**config.mk**
```make
export PLATFORM = sky130hd
export DESIGN_NAME = pixel_sram_ctrl_p
export DESIGN_NICKNAME = d
export VERILOG_FILES = /design/src/rtl/pixel_sram_ctrl_p.sv
export SDC_FILE = /design/constraint.sdc
export NUM_CORES = 1
export LEC_CHECK = 0
export BUFFER_PORTS_ARGS = -buffer_cell sky130_fd_sc_hd__buf_2
export CORE_MARGIN = 4
export CORE_UTILIZATION = 30
export CTS_BUF_LIST = sky130_fd_sc_hd__clkbuf_8
export DETAILED_ROUTE_END_ITERATION = 10
export GPL_ROUTABILITY_DRIVEN = 1
export PLACE_DENSITY = 0.58
export SYNTH_ARGS = -nofsm -noshare
export SYNTH_HDL_FRONTEND = slang
export SYNTH_SLANG_ARGS = --single-unit
```
**constraint.sdc**
```tcl
create_clock -name clk -period 7 [get_ports clk]
set_input_delay 0.7 -clock clk [delete_from_list [all_inputs] [get_ports clk]]
set_output_delay 0.7 -clock clk [all_outputs]
set_load 0.02 [all_outputs]
```
**src/rtl/pixel_sram_ctrl_p.sv**
```systemverilog
// rtl/pixel_sram_ctrl_p.sv - pixel buffer <-> SRAM burst mover with packed words and wait states
// Writes a burst from a snapshot of data_in, then reads a burst into data_out.
module pixel_sram_ctrl_p #(
  parameter  int ADDR_W       = 16,
  parameter  int PIX_W        = 8,
  parameter  int PIX_PER_WORD = 3,
  parameter  int BUF_PIX      = 20,
  parameter  int WAIT_CYC     = 2,
  localparam int WORD_W       = PIX_W * PIX_PER_WORD,
  localparam int CNT_W        = $clog2(BUF_PIX + 1)
) (
  input  logic                     clk,
  input  logic                     n_rst,
  input  logic                     start,
  input  logic [CNT_W-1:0]         num_pix_write,
  input  logic [CNT_W-1:0]         num_pix_read,
  input  logic [ADDR_W-1:0]        address_write_offset,
  input  logic [ADDR_W-1:0]        address_read_offset,
  input  logic [BUF_PIX*PIX_W-1:0] data_in,
  output logic [BUF_PIX*PIX_W-1:0] data_out,
  output logic                     busy,
  output logic                     end_of_operations,
  output logic                     err,
  output logic [ADDR_W-1:0]        address,
  output logic [WORD_W-1:0]        w_data,
  input  logic [WORD_W-1:0]        r_data,
  output logic                     read_enable,
  output logic                     write_enable
);

  localparam int BUF_W  = BUF_PIX * PIX_W;
  localparam int WCNT_W = $clog2(WAIT_CYC + 1);
  localparam logic [CNT_W-1:0]  MAX_CNT = CNT_W'(BUF_PIX);
  localparam logic [WCNT_W-1:0] LAST_EN = WCNT_W'(WAIT_CYC - 1);
  localparam logic [WCNT_W-1:0] TURN    = WCNT_W'(WAIT_CYC);

  typedef enum logic [1:0] {IDLE, WRITE, READ, DONE} state_t;

  state_t              state_q;
  logic [WCNT_W-1:0]   wcnt_q;
  logic [CNT_W-1:0]    word_q, nw_q, nr_q;
  logic [ADDR_W-1:0]   woff_q, roff_q, address_q;
  logic [BUF_W-1:0]    snap_q, data_out_q;
  logic [WORD_W-1:0]   w_data_q;
  logic                we_q, re_q, busy_q, eoo_q, err_q;

  logic [CNT_W-1:0]    word_d;
  logic [CNT_W:0]      words_w, words_r;
  logic [ADDR_W-1:0]   wr_addr_d, rd_addr_d;
  logic                more_w, more_r;

  function automatic logic [CNT_W:0] n_words(input logic [CNT_W-1:0] n);
    return ({1'b0, n} + (CNT_W+1)'(PIX_PER_WORD - 1)) / (CNT_W+1)'(PIX_PER_WORD);
  endfunction

  // Lanes past the requested pixel count are forced to zero.
  function automatic logic [WORD_W-1:0] pack(input logic [BUF_W-1:0] src,
                                             input logic [CNT_W-1:0] n,
                                             input logic [CNT_W-1:0] k);
    logic [WORD_W-1:0] w;
    w = '0;
    for (int j = 0; j < PIX_PER_WORD; j++) begin
      if (int'(k) * PIX_PER_WORD + j < int'(n))
        w[j*PIX_W +: PIX_W] = src[(int'(k) * PIX_PER_WORD + j) * PIX_W +: PIX_W];
    end
    return w;
  endfunction

  always_comb begin
    word_d    = word_q + 1'b1;
    words_w   = n_words(nw_q);
    words_r   = n_words(nr_q);
    wr_addr_d = woff_q + ADDR_W'(word_d);
    rd_addr_d = roff_q + ADDR_W'(word_d);
    more_w    = {1'b0, word_d} < words_w;
    more_r    = {1'b0, word_d} < words_r;
  end

  always_ff @(posedge clk or negedge n_rst) begin
    if (!n_rst) begin
      state_q    <= IDLE;
      wcnt_q     <= '0;
      word_q     <= '0;
      nw_q       <= '0;
      nr_q       <= '0;
      woff_q     <= '0;
      roff_q     <= '0;
      address_q  <= '0;
      snap_q     <= '0;
      data_out_q <= '0;
      w_data_q   <= '0;
      we_q       <= 1'b0;
      re_q       <= 1'b0;
      busy_q     <= 1'b0;
      eoo_q      <= 1'b0;
      err_q      <= 1'b0;
    end else begin
      err_q <= 1'b0;
      case (state_q)
        IDLE, DONE: begin
          state_q <= IDLE;
          eoo_q   <= 1'b0;
          busy_q  <= 1'b0;
          if (start) begin
            nw_q   <= num_pix_write;
            nr_q   <= num_pix_read;
            woff_q <= address_write_offset;
            roff_q <= address_read_offset;
            snap_q <= data_in;
            word_q <= '0;
            wcnt_q <= '0;
            if (num_pix_write > MAX_CNT || num_pix_read > MAX_CNT) begin
              err_q <= 1'b1;
            end else if (num_pix_write != '0) begin
              state_q   <= WRITE;
              busy_q    <= 1'b1;
              we_q      <= 1'b1;
              address_q <= address_write_offset;
              w_data_q  <= pack(data_in, num_pix_write, '0);
            end else if (num_pix_read != '0) begin
              state_q   <= READ;
              busy_q    <= 1'b1;
              re_q      <= 1'b1;
              address_q <= address_read_offset;
            end else begin
              state_q <= DONE;
              eoo_q   <= 1'b1;
            end
          end
        end
        WRITE: begin
          wcnt_q <= wcnt_q + 1'b1;
          if (wcnt_q == LAST_EN) begin
            we_q      <= 1'b0;
            address_q <= '0;
            w_data_q  <= '0;
          end else if (wcnt_q == TURN) begin
            wcnt_q <= '0;
            word_q <= word_d;
            if (more_w) begin
              we_q      <= 1'b1;
              address_q <= wr_addr_d;
              w_data_q  <= pack(snap_q, nw_q, word_d);
            end else if (nr_q != '0) begin
              state_q   <= READ;
              word_q    <= '0;
              re_q      <= 1'b1;
              address_q <= roff_q;
            end else begin
              state_q <= DONE;
              busy_q  <= 1'b0;
              eoo_q   <= 1'b1;
            end
          end
        end
        READ: begin
          wcnt_q <= wcnt_q + 1'b1;
          if (wcnt_q == LAST_EN) begin
            re_q      <= 1'b0;
            address_q <= '0;
            for (int j = 0; j < PIX_PER_WORD; j++) begin
              if (int'(word_q) * PIX_PER_WORD + j < int'(nr_q))
                data_out_q[(int'(word_q) * PIX_PER_WORD + j) * PIX_W +: PIX_W] <= r_data[j*PIX_W +: PIX_W];
            end
          end else if (wcnt_q == TURN) begin
            wcnt_q <= '0;
            word_q <= word_d;
            if (more_r) begin
              re_q      <= 1'b1;
              address_q <= rd_addr_d;
            end else begin
              state_q <= DONE;
              busy_q  <= 1'b0;
              eoo_q   <= 1'b1;
            end
          end
        end
        default: state_q <= IDLE;
      endcase
    end
  end

  assign data_out          = data_out_q;
  assign busy              = busy_q;
  assign end_of_operations = eoo_q;
  assign err               = err_q;
  assign address           = address_q;
  assign w_data            = w_data_q;
  assign read_enable       = re_q;
  assign write_enable      = we_q;

endmodule
```
Word level (Yosys, flattened, before mapping):

Index checks and enable logic that the tools add are counted.

* multiplexer cells: 105
* shifts and indexed selects: 9
* multiply operators: 2
* reduce and logical (&&, ||, !) cells: 16
* magnitude comparators: 13
* divide/modulo/power cells: 2
* eq/ne operators: 24
* $add $sub $neg: 13

Operators with widths (number)
* $mux 160: 7
* $bwmux 160: 3
* $shift 8x33->160 const A: 3
* $shiftx 8x33->160: 3
* $shiftx 160x32->8: 2
* $lt 32x6->1: 6
* $mux 16: 11
* $shiftx 160x12->8: 1
* $mux 24: 6
* $neg 32->33: 2
* $add 32x2->32 const B: 2
* $mux 8: 6
* $pmux 16 s3: 1
* $pmux 24 s2: 1
* $mux 1: 44
* $mux 5: 7
* $neg 11->33: 1
* $add 16x5->16: 2
* $ne 2x2->1 const B: 13
* $mux 2: 12
* $add 7x2->8 const B: 2
* $ne 3x3->1 const B: 5
* $pmux 5 s3: 1
* $reduce_bool 5->1: 3
* other kinds (25): 40

* word-level logic and storage cells: 200
* flip-flop bits (word level): 416
* output and inout port bits: 205

Logic depth before layout (Yosys ltp):

* depth in word-level cells: 13
* mapped depth: 22
* mapped depth without buffers: 19

Worst setup path before layout:

Ideal clock, no wire load.

* path kind: register to register
* from: reg word_q[0]
* to: reg data_out_q[118], in the netlist data_out[118]
* data arrival time: 5.645 ns
* path buffers: 6
* library setup time: 0.077 ns
* path slack: 1.278 ns
* stages on the path, launching flop included: 22
* path through: dfrtp_1 clkbuf_1 clkinv_1 ha_1 clkbuf_1 inv_1 clkbuf_1 nand2_1 clkbuf_1 clkbuf_1 nand2_1 ha_1 o21ai_0 o21ai_0 a211oi_1 nand2_1 or2_1 clkbuf_1 nor3_2 mux2_2 mux2_2 a21oi_1

* word-level cells in the longest chain between the ends: 13
* elaborated cells between the ends (all ways): 25

Ends and longest elaborated chain
* start: declaration: line 41 `logic [CNT_W-1:0] word_q, nw_q, nr_q;`
* start signal: assignment: line 139 `word_q <= word_d;`
* start signal: assignment: line 167 `word_q <= word_d;`
* $mul 5x2->7 (*): line 162, 163
* parallel branches: the longest is 11 deep, another holds $neg 32->33
* $mux 160 (*): line 162 `if (int'(word_q) * PIX_PER_WORD + j < int'(nr_q))`
* end signal: indexed assignment: line 163 `data_out_q[(int'(word_q) * PIX_PER_WORD + j) * PIX_W +: PIX_W] <= r_data[j*PIX_W +: PIX_W];`
* end: declaration: line 43 `logic [BUF_W-1:0] snap_q, data_out_q;`

Every way passes the cells marked *. The select of a mux whose other input is x is not followed.
A chain may end at the register's enable or synchronous reset.

Final worst setup path:

* from: reg word_q[0]
* to: reg data_out_q[34], in the netlist data_out[34]

Same word-level chain as after synthesis.

==> results_tabular.tex <==
\begin{tabular}{lr}
\hline
Metric & Value \\
\hline
\multicolumn{2}{l}{\textbf{Power}} \\
Lkg Pwr & 14.5 nW \\
Ratio of total power to cell area & 434 nW/um\^{}2 \\
Switching part of the total power & 46.6\% \\
Internal power summed over all cells & 7.77 mW \\
Power share of the combinational group & 52.0\% \\
Sw power & 6.78 mW \\
Sequential group share of total power & 30.2\% \\
Clock network power share & 17.8\% \\
Peak supply drop & 0.387 mV \\
\multicolumn{2}{l}{\textbf{Clock tree}} \\
Count of buffers added by post-CTS timing repair for setup & 0 \\
Num CTS Buffers & 84 \\
Clk sinks & 416 \\
Buffer cell driving the clock tree root & sky130\_fd\_sc\_hd\_\_clkbuf\_8 \\
Number of cells upsized or downsized after cts & 0 \\
Clock tree from TritonCTS & built \\
Level count of the clock H-tree & 3 \\
Cts hold-fix bufs & 0 \\
Clock Pin Slew Worst Setup and Hold Paths & 0.06 ns \\
Number of buffers on the longest clock path & 3 \\
Clock latency reported for the late side of the worst-skew pair & 0.75 ns \\
\multicolumn{2}{l}{\textbf{Timing}} \\
Maximum clock frequency & 153 MHz \\
Setup violation total in the final timing report & 0 \\
Slew @ Worst Pin & 1.24 ns \\
Fin crit share & 93.7\% \\
Slew margin rel. & 16.9\% \\
Setup repair after global routing missed its margin & no \\
Final critical path time including I/O delays and setup & 6.56 ns \\
Hold slack final & -0.0102 ns \\
Setup TNS & 0 ns \\
Number of pins with negative max-slew slack in the final report & 0 \\
Final worst clock skew & 0.0285 ns \\
Fin. Hold Viols & 6 \\
\multicolumn{2}{l}{\textbf{Worst setup path}} \\
Critical Path Slowest Stage Cell & sky130\_fd\_sc\_hd\_\_xnor2\_1 \\
Worst Setup Start Kind & flop \\
Most frequent cell on the critical path & sky130\_fd\_sc\_hd\_\_ha\_1 \\
Kind of end point of the critical path & flop \\
Endpoint arrival time on the critical path & 7.16 ns \\
Top fanout value on the critical path & 16 \\
Largest incremental delay on the critical path & 1.01 ns \\
CP Data Required Time & 7.61 ns \\
Start-to-end type of the worst setup path & flop to flop \\
CP cell instances & ha\_1 > fa\_1 > ha\_1 > nand2\_1 > xnor2\_1 > inv\_2 > ha\_1 > o21a\_1 > a211oi\_1 > o21ai\_1 > or2\_2 > nor2\_1 > a211oi\_1 > a221o\_1 \\
\multicolumn{2}{l}{\textbf{Die}} \\
Number of rows created at floorplan & 112 \\
Floorplan Core Area & 93,600 um\^{}2 \\
Die width & 315 um \\
Die Outline Area & 99,500 um\^{}2 \\
Die Y-Extent & 315 um \\
Initial Util & 30.3\% \\
\# IOs & 434 \\
\multicolumn{2}{l}{\textbf{Synth}} \\
Number of synthesized register bits & 416 \\
Mux cell area share after synthesis & 19.0\% \\
EDFF count, synth & 0 \\
Mapped Cells & 3,032 \\
Synth Area per Inst & 9.35 um\^{}2 \\
Cell area after synthesis & 28,400 um\^{}2 \\
Xor and xnor fraction of the mapped netlist area & 2.14\% \\
Compound-Gate Fraction of Synth Area & 18.1\% \\
Sequential element share of the synthesized area & 36.7\% \\
Count of cell types in the netlist & 98 \\
Share of async-settable or async-resettable flops after synthesis & 100\% \\
Post-Synth Simple-Gate Area & 16.5\% \\
Net count of the mapped netlist & 3,341 \\
Commonest register cell after synthesis & sky130\_fd\_sc\_hd\_\_dfrtp\_1 \\
Number of synthesis warnings & 0 \\
Post-synthesis adder-cell area fraction & 3.64\% \\
Dominant combinational cell family by area after synthesis & multiplexers \\
\multicolumn{2}{l}{\textbf{Status}} \\
Failing checks & hold timing \\
Run status & complete, but fails checks \\
\multicolumn{2}{l}{\textbf{Placement}} \\
Post-detail-place hpwl & 93,700 um \\
Port buffer count & 433 \\
Placer's final routability congestion estimate & 1.00 \\
\multicolumn{2}{l}{\textbf{GRT}} \\
Maximum number of pins on one net before global-route repair & 171 \\
Total global-route track usage & 25.0\% \\
Antenna violations before repair & 21 \\
Global-route wire length before repair & 186,000 um \\
Residual overflow from global routing & 0 \\
Via count of the first global-routing pass & 26,800 \\
\multicolumn{2}{l}{\textbf{Layout}} \\
Post-layout util & 35.9\% \\
Layout cell share with drive strength beyond 1 & 28.0\% \\
Final net count & 3,699 \\
Relative area change from synthesis to final layout & 18.4\% \\
\multicolumn{2}{l}{\textbf{Min path}} \\
Class of the most critical hold timing path & primary input to async pin \\
\multicolumn{2}{l}{\textbf{Route}} \\
DRC errors left & 0 \\
Wire per inst & 27.4 um \\
Routed vias & 27,600 \\
Detailed Routing Iterations Pass 1 & 7 \\
Violation count after the first detailed-routing iteration & 3,367 \\
Ratio of routed vias to standard cells & 5.86 \\
Number of nets still failing antenna checks after routing & 0 \\
Wire length after detailed routing & 129,000 um \\
\multicolumn{2}{l}{\textbf{Run}} \\
Max\_cap viols & 0 \\
\hline
\end{tabular}
==> path summary, 6_finish.rpt <==
| check | startpoint | endpoint | slack (ns) | cells after the start |
|---|---|---|---|---|
| max | word_q[0] | data_out[34] | 0.44 | 14 |
| min | n_rst | wcnt_q[1] | -0.01 | 1 |
| max reg2reg | word_q[0] | data_out[34] | 0.44 | 14 |
| min reg2reg | data_out[3] | data_out[3] | 0.46 | 2 |
| max in group asynchronous | n_rst | snap_q[49] | 5.51 | 2 |
| min in group clk | data_in[84] | snap_q[84] | 0.17 | 2 |
==> cells in the final DEF, fill, tap and decap left out, types with 11 or more instances in the layout <==
cell type	count
sky130_fd_sc_hd__a21oi_1	204
sky130_fd_sc_hd__o21a_1	12
sky130_fd_sc_hd__mux2i_1	170
sky130_fd_sc_hd__nand2b_1	25
sky130_fd_sc_hd__ha_1	75
sky130_fd_sc_hd__a21o_1	28
sky130_fd_sc_hd__buf_4	67
sky130_fd_sc_hd__a221o_1	32
sky130_fd_sc_hd__nor3_1	73
sky130_fd_sc_hd__o221ai_1	14
sky130_fd_sc_hd__clkbuf_8	103
sky130_fd_sc_hd__nor4_1	16
sky130_fd_sc_hd__nand3_1	82
sky130_fd_sc_hd__xnor2_1	38
sky130_fd_sc_hd__nand2_1	272
sky130_fd_sc_hd__o21ai_0	136
sky130_fd_sc_hd__o22ai_1	25
sky130_fd_sc_hd__mux2_2	232
sky130_fd_sc_hd__o21ai_1	27
sky130_fd_sc_hd__dfrtp_1	415
sky130_fd_sc_hd__inv_1	69
sky130_fd_sc_hd__and3_1	42
sky130_fd_sc_hd__mux4_2	48
sky130_fd_sc_hd__or3_1	21
sky130_fd_sc_hd__nor2_1	282
sky130_fd_sc_hd__a22oi_1	51
sky130_fd_sc_hd__a211oi_1	57
sky130_fd_sc_hd__a221oi_1	18
sky130_fd_sc_hd__or4_1	11
sky130_fd_sc_hd__nand4_1	28
sky130_fd_sc_hd__a31oi_1	32
sky130_fd_sc_hd__nor2b_1	21
sky130_fd_sc_hd__o211ai_1	25
sky130_fd_sc_hd__buf_2	432
sky130_fd_sc_hd__and2_1	28
sky130_fd_sc_hd__a2111oi_0	11
sky130_fd_sc_hd__xor2_1	14
==> sequential cells by signal (all words and copies together), names as in the netlist <==
register and count:
nw_q 5, state_q 2, w_data 24, write_enable 1, err 1, snap_q 160
read_enable 1, busy 1, end_of_operations 1, data_out 160, wcnt_q 2, roff_q 16
woff_q 16, nr_q 5, word_q 5, address 16
==> routing by layer <==
| metal | track usage, % | share of wire, % |
|---|---|---|
| met1 | 30.7 | 39 |
| met4 | 12.6 | 5.6 |
| met3 | 7.37 | 9.7 |
| met2 | 40.1 | 46 |
| met5 | 0 | 0.10 |
==> power groups by stage <==
stage          clock network (mW)  registers (mW)  logic (mW)
2_1_floorplan                   0            4.35        4.85
3_3_place_gp                    0            4.38        7.42
3_5_place_dp                    0            4.41        7.48
4_1_cts                      2.64            4.37        7.51
5_1_grt                      2.75            4.49        8.15
6_report                     2.59            4.40        7.56
==> synthesized netlist by cell type, drive strengths merged, types with 10 or more instances <==
library cell | n | area, um^2
o31ai | 10 | 80.1
nand2 | 275 | 1030
nand4 | 29 | 196
xnor2 | 41 | 374
nand3 | 83 | 420
a2111oi | 12 | 105
a31oi | 33 | 221
a21oi | 206 | 1030
or3 | 21 | 131
mux2 | 232 | 2610
nor3 | 82 | 450
o22ai | 25 | 156
o211ai | 25 | 188
mux2i | 170 | 1700
a221oi | 19 | 184
a21o | 28 | 210
a221o | 32 | 320
o21ai | 164 | 825
xor2 | 16 | 140
buf | 50 | 231
o221ai | 14 | 123
ha | 76 | 951
clkbuf | 181 | 681
dfrtp | 416 | 10400
and3 | 42 | 263
a22oi | 51 | 383
mux4 | 48 | 1080
nor4 | 27 | 224
nor2b | 21 | 131
or2 | 15 | 93.8
inv | 48 | 183
o21a | 12 | 90.1
a211oi | 58 | 440
or4 | 11 | 82.6
and2 | 32 | 200
nand2b | 25 | 156
nor2 | 284 | 1070
==> stage by stage <==
step / instance area (um^2) / setup WS [ns] / cells / power, mW
2_1_floorplan: 28400 / 1.28 / 3032 / 9.20
3_3_place_gp: 31900 / 0.823 / 4558 / 11.8
3_5_place_dp: 31900 / 0.653 / 4558 / 11.9
4_1_cts: 33500 / 0.633 / 4703 / 14.5
5_1_grt: 33500 / 0.123 / 4705 / 15.4
6_report: 33600 / 0.444 / 4711 / 14.5
==> area by class of cell <==
class                           instances  area (um^2)
Clock buffer                          103         1420
Tap cell                             1254         1570
Sequential cell                       416        10400
Timing Repair Buffer                  503         2740
Antenna cell                            8         20.0
Inverter                               49          186
Multi-Input combinational cell       2336        17000
Fill cell                            9756        60100
Clock inverter                         42          256
==> critical path, delay by kind of cell, from the launching register on <==
family          cells  cell delay [ns]
buf+inv             1             0.41
flops               1             0.52
simple gates        3             1.49
fa+ha+maj           4             1.57
compound gates      5             1.41
xor+xnor            1             1.01
==> cells by family (layout without fill, tap and decap cells) <==
| family | after synthesis | after routing |
|---|---|---|
| XOR/XNOR | 61 | 61 |
| multiplexers | 450 | 450 |
| buffers and inverters | 280 | 697 |
| AO/OA/AOI/OAI | 772 | 772 |
| AND/OR/NAND/NOR | 973 | 973 |
| adder cells (fa/ha/maj) | 80 | 80 |
| flip-flops | 416 | 416 |
| other | 0 | 8 |
(Power assumes the default switching activity.)
